$ cat config.mk
export PLATFORM = sky130hd
export DESIGN_NAME = tdm_demux1x8_flat
export DESIGN_NICKNAME = d
export VERILOG_FILES = /design/src/rtl/tdm_demux1x8_if.sv /design/src/rtl/tdm_demux1x8.sv /design/src/flat_wrapper.sv
export SDC_FILE = /design/constraint.sdc
export NUM_CORES = 1
export LEC_CHECK = 0
export ABC_AREA = 0
export CORE_MARGIN = 2
export CORE_UTILIZATION = 53
export DETAILED_ROUTE_END_ITERATION = 12
export GPL_TIMING_DRIVEN = 0
export HOLD_SLACK_MARGIN = 0.06
export PLACE_DENSITY = 0.78
export SETUP_SLACK_MARGIN = 0.1
export SLEW_MARGIN = 20
export SYNTH_ARGS = -nofsm -noshare
export SYNTH_HDL_FRONTEND = slang
export SYNTH_SLANG_ARGS = --single-unit
$ cat constraint.sdc
create_clock -name clk -period 2.3 [get_ports clk]
set_clock_uncertainty 0.05 [all_clocks]
set_input_delay 0.345 -clock clk [delete_from_list [all_inputs] [get_ports clk]]
set_output_delay 0.345 -clock clk [all_outputs]
set_load 0.1 [all_outputs]
$ cat src/rtl/tdm_demux1x8_if.sv
// ============================================================================
// Module   : tdm_demux1x8_if
// Brief    : Serial TDM input and demultiplexed frame output bundle
//            (slot width follows TDM_PARITY_EN)
// Revision : 1.0
// ============================================================================
`default_nettype none

interface tdm_demux1x8_if;
`ifdef TDM_PARITY_EN
  localparam int SLOT_W = 4;
`else
  localparam int SLOT_W = 3;
`endif

  logic              din;
  logic              din_valid;
  logic              frame_sync;
  logic [7:0]        y;
  logic              y_valid;
  logic [SLOT_W-1:0] slot;
  logic              frame_err;
  logic              locked;

  modport master (
    output din, din_valid, frame_sync,
    input  y, y_valid, slot, frame_err, locked
  );

  modport slave (
    input  din, din_valid, frame_sync,
    output y, y_valid, slot, frame_err, locked
  );
endinterface

`default_nettype wire

$ cat src/rtl/tdm_demux1x8.sv
// ============================================================================
// Module   : tdm_demux1x8
// Brief    : 1-to-8 TDM serial demultiplexer with frame hunt/lock, idle
//            timeout and optional even-parity slot (macro TDM_PARITY_EN)
// Revision : 1.0
// ============================================================================
`default_nettype none

module tdm_demux1x8 #(
  parameter int IDLE_MAX = 16
) (
  input  logic          clk,
  input  logic          rst,
  tdm_demux1x8_if.slave bus
);

`ifdef TDM_PARITY_EN
  localparam int SLOT_W = 4;
  localparam int SH_W   = 8;
`else
  localparam int SLOT_W = 3;
  localparam int SH_W   = 7;
`endif
  localparam logic [SLOT_W-1:0] LAST_SLOT = SLOT_W'(SH_W);
  localparam logic [SLOT_W-1:0] SLOT_ONE  = SLOT_W'(1);
  localparam logic [7:0]        IDLE_LAST = 8'(IDLE_MAX - 1);

  typedef enum logic [0:0] {
    HUNT    = 1'b0,
    COLLECT = 1'b1
  } state_t;

  state_t            state, state_n;
  logic [SH_W-1:0]   shadow, shadow_n;
  logic [SLOT_W-1:0] slot_q, slot_n;
  logic [7:0]        idle, idle_n;
  logic [7:0]        y_q, y_n;
  logic              y_valid_q, y_valid_n;
  logic              frame_err_q, frame_err_n;

  always_ff @(posedge clk) begin
    if (rst) begin
      state       <= HUNT;
      shadow      <= '0;
      slot_q      <= '0;
      idle        <= '0;
      y_q         <= '0;
      y_valid_q   <= 1'b0;
      frame_err_q <= 1'b0;
    end else begin
      state       <= state_n;
      shadow      <= shadow_n;
      slot_q      <= slot_n;
      idle        <= idle_n;
      y_q         <= y_n;
      y_valid_q   <= y_valid_n;
      frame_err_q <= frame_err_n;
    end
  end

  always_comb begin
    state_n     = state;
    shadow_n    = shadow;
    slot_n      = slot_q;
    idle_n      = idle;
    y_n         = y_q;
    y_valid_n   = 1'b0;
    frame_err_n = 1'b0;
    case (state)
      HUNT: begin
        idle_n = '0;
        slot_n = '0;
        if (bus.din_valid && bus.frame_sync) begin
          shadow_n[0] = bus.din;
          slot_n      = SLOT_ONE;
          state_n     = COLLECT;
        end
      end
      COLLECT: begin
        if (!bus.din_valid) begin
          if (idle == IDLE_LAST) begin
            frame_err_n = 1'b1;
            state_n     = HUNT;
            slot_n      = '0;
            idle_n      = '0;
          end else begin
            idle_n = idle + 8'd1;
          end
        end else begin
          idle_n = '0;
          if (bus.frame_sync) begin
            // Sync anywhere but slot 0 restarts the frame with this bit.
            frame_err_n = (slot_q != '0);
            shadow_n[0] = bus.din;
            slot_n      = SLOT_ONE;
          end else if (slot_q == '0) begin
            frame_err_n = 1'b1;
            state_n     = HUNT;
          end else if (slot_q == LAST_SLOT) begin
            slot_n = '0;
`ifdef TDM_PARITY_EN
            if (bus.din == ^shadow) begin
              y_n       = shadow;
              y_valid_n = 1'b1;
            end else begin
              frame_err_n = 1'b1;
            end
`else
            y_n       = {bus.din, shadow};
            y_valid_n = 1'b1;
`endif
          end else begin
            shadow_n[slot_q[2:0]] = bus.din;
            slot_n                = slot_q + SLOT_ONE;
          end
        end
      end
      default: state_n = HUNT;
    endcase
  end

  assign bus.y         = y_q;
  assign bus.y_valid   = y_valid_q;
  assign bus.slot      = slot_q;
  assign bus.frame_err = frame_err_q;
  assign bus.locked    = (state == COLLECT);

endmodule

`default_nettype wire

$ cat src/flat_wrapper.sv
// flat-port wrapper written by rule: the top's interface ports become plain ports
module tdm_demux1x8_flat 
#(
  parameter int IDLE_MAX = 16
)
  (clk, rst, bus_din, bus_din_valid, bus_frame_sync, bus_y, bus_y_valid, bus_slot, bus_frame_err, bus_locked);
  tdm_demux1x8_if bus_i ();
  input  logic clk;
  input  logic rst;
  input wire logic [$bits(bus_i.din)-1:0] bus_din;
  input wire logic [$bits(bus_i.din_valid)-1:0] bus_din_valid;
  input wire logic [$bits(bus_i.frame_sync)-1:0] bus_frame_sync;
  output wire logic [$bits(bus_i.y)-1:0] bus_y;
  output wire logic [$bits(bus_i.y_valid)-1:0] bus_y_valid;
  output wire logic [$bits(bus_i.slot)-1:0] bus_slot;
  output wire logic [$bits(bus_i.frame_err)-1:0] bus_frame_err;
  output wire logic [$bits(bus_i.locked)-1:0] bus_locked;
  assign bus_i.din = bus_din;
  assign bus_i.din_valid = bus_din_valid;
  assign bus_i.frame_sync = bus_frame_sync;
  assign bus_y = bus_i.y;
  assign bus_y_valid = bus_i.y_valid;
  assign bus_slot = bus_i.slot;
  assign bus_frame_err = bus_i.frame_err;
  assign bus_locked = bus_i.locked;
  tdm_demux1x8 #(.IDLE_MAX(IDLE_MAX)) u_core (.clk(clk), .rst(rst), .bus(bus_i));
endmodule
### Word-level counts from Yosys, hierarchy flattened

Cells that the tools add are included.

| storage, ports and cells | value |
|---|---|
| register bits after elaboration | 29 |
| input bits | 5 |
| output and inout port bits | 14 |
| logic and storage cells | 65 |

| cells by class | value |
|---|---|
| add/sub/neg operators | 2 |
| magnitude comparators | 2 |
| equality and inequality tests | 8 |
| multiplexer cells | 30 |
| bitwise logic cells | 5 |
| reduce and logical (&&, ||, !) cells | 10 |

Operators by type and width:

| kind | count |
|---|---|
| 1-bit two-way mux | 17 |
| 8-bit two-way mux | 2 |
| 8-bit case mux with 2 select lines | 1 |
| 3-bit two-way mux | 5 |
| 5-bit AND reduction | 2 |
| 3-bit != test (second input constant) | 3 |
| 8-bit by 1-bit adder with 8-bit output (second input constant) | 1 |
| 8-bit by 4-bit == test with 1-bit output (second input constant) | 1 |
| 7-bit bitwise mux | 1 |
| 3-bit case mux with 2 select lines | 1 |
| 1-bit inverter | 5 |
| 5-bit OR reduction | 1 |
| 3-bit by 4-bit less-than comparator with 1-bit output (second input constant) | 1 |
| 4-bit != test (second input constant) | 1 |
| 1-bit case mux with 2 select lines | 2 |
| 4-bit AND reduction | 1 |
| 3-bit by 1-bit adder with 3-bit output (second input constant) | 1 |
| 1-bit demux with 3-bit select | 1 |
| 3-bit == test (second input constant) | 1 |
| 3-bit by 1-bit >= comparator with 1-bit output (second input constant) | 1 |
| 3-bit zero test | 1 |
| 3-bit nonzero test | 1 |
| 1-bit logical AND | 2 |
| 2-bit by 1-bit != test with 1-bit output (second input constant) | 1 |
| 3 further kinds | 3 |

### Longest topological paths before layout

| depth | value |
|---|---|
| depth in word-level cells | 10 |
| gate-level depth with buffers | 10 |
| gate-level depth less buffers | 8 |

### Worst setup path before layout

OpenSTA, ideal clock, no wires.

| timing | value |
|---|---|
| path kind | reg2reg |
| start point | reg u_core.slot_q[0] (netlist: u_core.bus.slot[0]) |
| end point | reg u_core.y_q[0] (netlist: u_core.bus.y[0]) |
| setup time | 70 ps |
| arrival | 2,535 ps |
| required time | 2,180 ps |
| path slack | -355 ps |
| cell stages (with the launch flop) | 11 |
| buffers on the path | 2 |
| clock period less this slack | 2,655 ps |
| cell sequence | dfxtp_1 -> clkbuf_1 -> inv_1 -> ha_1 -> nor2b_1 -> inv_1 -> ha_1 -> and4_1 -> clkbuf_1 -> nand2_1 -> a21oi_1 |

| between the ends | value |
|---|---|
| word-level cells in the longest chain between the ends | 3 |
| elaborated cells between the ends (all ways) | 4 |
| classes of those cells | eq/ne (1); bitwise (1); reduce/logical (2) |

RTL lines:

| what | RTL line | text |
|---|---|---|
| start: declaration | tdm_demux1x8.sv:35 | `logic [SLOT_W-1:0] slot_q, slot_n;` |
| start signal: assignment | tdm_demux1x8.sv:53 | `slot_q <= slot_n;` |
| 3-bit zero test | tdm_demux1x8.sv:96 | `end else if (slot_q == '0) begin` |
| 1-bit inverter (no line) | -- |  |
| 5-bit AND reduction (no line) (*) | -- |  |
| end signal: assignment | tdm_demux1x8.sv:55 | `y_q <= y_n;` |
| end: declaration | tdm_demux1x8.sv:37 | `logic [7:0] y_q, y_n;` |

Every way passes the cells marked *; elsewhere a longest branch is shown, timed or not.
A chain may end at the register's enable or synchronous reset.

### Final worst setup path

| timing | value |
|---|---|
| start point | reg u_core.slot_q[2] (netlist: u_core.bus.slot[2]) |
| end point | out bus_slot[2] |

RTL lines:

| what | RTL line | text |
|---|---|---|
| end: declaration | flat_wrapper.sv:15 | `output wire logic [$bits(bus_i.slot)-1:0] bus_slot;` |

No word-level cell between the ends.

==> key figures <==
Drt
  • DR WL/cell: between 10 and 15 µm
  • Vias per cell: about 5.6
  • DR vias: 1161
  • DR pass1 iterations: 4
  • Drt drc: 0
  • Routed WL: roughly 2900 µm
  • Initial drt markers: 20
  • Routed Antenna Nets: 0

Final layout
  • Ant. Diodes: 0
  • Non-filler cells, final: 207
  • Commonest non-fill, non-tap cell in the layout: dfxtp_1
  • Nets: 188
  • Layout area overhead: 20.5%
  • Layout cells sized above 1: 11.3%
  • Most frequent cells in the layout: dfxtp_1, nand2_1, a21oi_1, dlygate4sd2_1, nand2b_1

Logic synthesis
  • Synth cell types: 38
  • Seq/Total Area, Yosys: 42.9%
  • Flop and latch count out of synthesis: 29
  • Synth Area per Inst: ~9 µm²
  • Post-Syn Area: 1350 µm²
  • Number of synthesized flops with an enable pin: 0
  • Synth Flop Type: dfxtp_1
  • Asr flop ratio synth: 0%
  • Synth warn: 0
  • Mapped Cells: 151
  • Syn_nets: approximately 160

Hold path
  • HP Class: reg -> reg

Global route
  • Total track usage: 22.8%
  • Initial antenna violation count: 0
  • Largest net degree at the start of global routing: 12
  • GRT overflow: 0
  • First-pass GRT wire length: between 4000 and 5000 µm
  • Vias in the first global route: 1134

Timing
  • Count of final setup violators: 0
  • Slew margin rel.: 35.5%
  • Worst-Margin Slew: 0.971 ns
  • Max Clk Rate: 0.487 GHz
  • Min Tclk post-route: 2.05 ns
  • RSZ-0062 raised after global routing: no
  • Setup TNS: 0 ns
  • Final number of hold-violating endpoints: 0
  • Crit share post-route: between 80 and 90%
  • Fin. max-slew vios: 0

Floorplan
  • Chip width: roughly 55 µm
  • Placeable core region: around 2500 µm²
  • Full die area: 2970 µm²
  • Row count: 18
  • Die Ht: 54.5 µm
  • I/O pins: 19
  • Initial Util: 55.1%

Setup path
  • CP max-delay cell: dlygate4sd2_1
  • Crit-path max FO: 10
  • CP bufs+invs: 1
  • Startpoint types: flip-flop
  • Slowest stage delay, CP: 0.89 ns
  • Worst path cell trace: dlygate4sd2_1
  • Crit path DAT: 1.66 ns
  • Delay-heaviest family, CP: buffers and inverters
  • Setup CP Type: reg -> out
  • CP Capture Type: primary output
  • Worst Path Required: 1.90 ns

Run
  • Max Cap Violations: 0

Placement
  • Post-Place Cells: between 150 and 200
  • Post-DP HPWL: a little over 2000 µm
  • GPL Wtd Cong: 0.877
  • Input/output buffers: 18

Clock tree
  • TritonCTS buffer count: 5
  • Htree depth: 2
  • CTS tree: done
  • Worst-path clk slew: roughly 0.10 ns
  • CTS hold repair buffers: 0
  • Bufs on Longest Clock Path: 2
  • Clock sink count: 29
  • Clock Latency Late Sink: 0.33 ns
  • CTS root buf: clkbuf_4

Power and ir drop
  • Pleak: 0.735 nW
  • VDD IR-drop max: 480 µV
  • Pwr dens: 543 nW/µm²

Outcome
  • Outcome: complete, no violations
-- per-stage QoR --
step	util [%]	area [µm²]	setup WS [ns]	hold slack, ns	power (W)
floorplan	-	1360	0.124	0.380	0.000572
finish	66.5	1630	0.245	0.406	0.000886
global route	66.5	1630	0.188	0.427	0.000928
global placement	64.4	1580	0.0922	0.391	0.000595
detailed placement	64.4	1580	0.0574	0.399	0.000596
CTS	66.2	1620	0.116	0.409	0.000897
-- flip-flops by register name (all words and copies together) (netlist names) --
signal / cells
u_core.idle: 8
u_core.bus.y_valid: 1
u_core.bus.y: 8
u_core.bus.locked: 1
u_core.bus.frame_err: 1
u_core.bus.slot: 3
u_core.shadow: 7
-- per-layer routing --
| metal | vias to the layer above | track usage [%] | wire [µm] |
|---|---|---|---|
| met2 | 29 | 39.6 | 1480 |
| li1 | 579 | - | - |
| met3 | 10 | 9.02 | 130 |
| met5 | - | 0 | 0 |
| met1 | 543 | 24.1 | 1180 |
| met4 | 0 | 10.8 | 70 |
-- area by class of cell --
cell class | instances | area, µm²
Timing Repair Buffer | 19 | 178
Inverter | 7 | 26.3
Buffer | 5 | 21.3
Fill cell | 210 | 823
Multi-Input combinational cell | 109 | 726
Sequential cell | 29 | 589
Clock buffer | 5 | 37.5
Tap cell | 30 | 37.5
Clock inverter | 3 | 16.3
-- worst paths after layout --
path	start	end	cells after the start	slack, ns
setup / recovery	u_core.bus.slot[2]	bus_slot[2]	1	0.25
hold / removal	u_core.bus.y[2]	u_core.bus.y[2]	2	0.41
setup reg to reg	u_core.bus.slot[1]	u_core.shadow[0]	7	0.34
hold reg to reg	u_core.bus.y[2]	u_core.bus.y[2]	2	0.41
-- synthesized netlist by cell type, types with 2 or more instances --
master	count	area share (%)
nand2_1	19	5.3
dfxtp_1	29	43
nand2b_1	9	4.2
a21oi_1	12	4.4
nand4b_1	2	1.3
or3_1	3	1.4
a211oi_1	2	1.1
o21ai_0	5	1.8
clkbuf_1	5	1.4
xnor2_1	2	1.3
ha_1	7	6.5
mux2i_1	7	5.2
nand4_1	4	1.8
nor2b_1	3	1.4
inv_1	7	1.9
nor2_1	7	1.9
o21a_1	2	1.1
nand3_1	6	2.2
-- logic make-up after synthesis --
logic type,after synthesis,share of synthesized area [%]
and+or+nand+nor,62,25.3
AOI/OAI and AO/OA,30,14.5
DFF,29,42.9
buffers and inverters,13,3.70
muxes,7,5.18
adders and majority gates,7,6.47
xor gates and xnor gates,3,1.94
-- repair_timing --
| item | 4_1_cts | 5_1_grt |
|---|---|---|
| gates resized for setup | 13 | 3 |
| setup endpoints to repair | 21 | 10 |
| setup buffers | 1 | 0 |
| hold endpoints to repair | 0 | 0 |
-- report_power, final --
part	switching [W]	internal, W	leakage, nW
Clock	0.000186	0.000116	0.0353
Combinational	0.0000493	0.0000267	0.463
Sequential	0.00000396	0.000504	0.236
Total	0.000239	0.000647	0.735
Note: power is estimated with default switching activity, not from simulation.
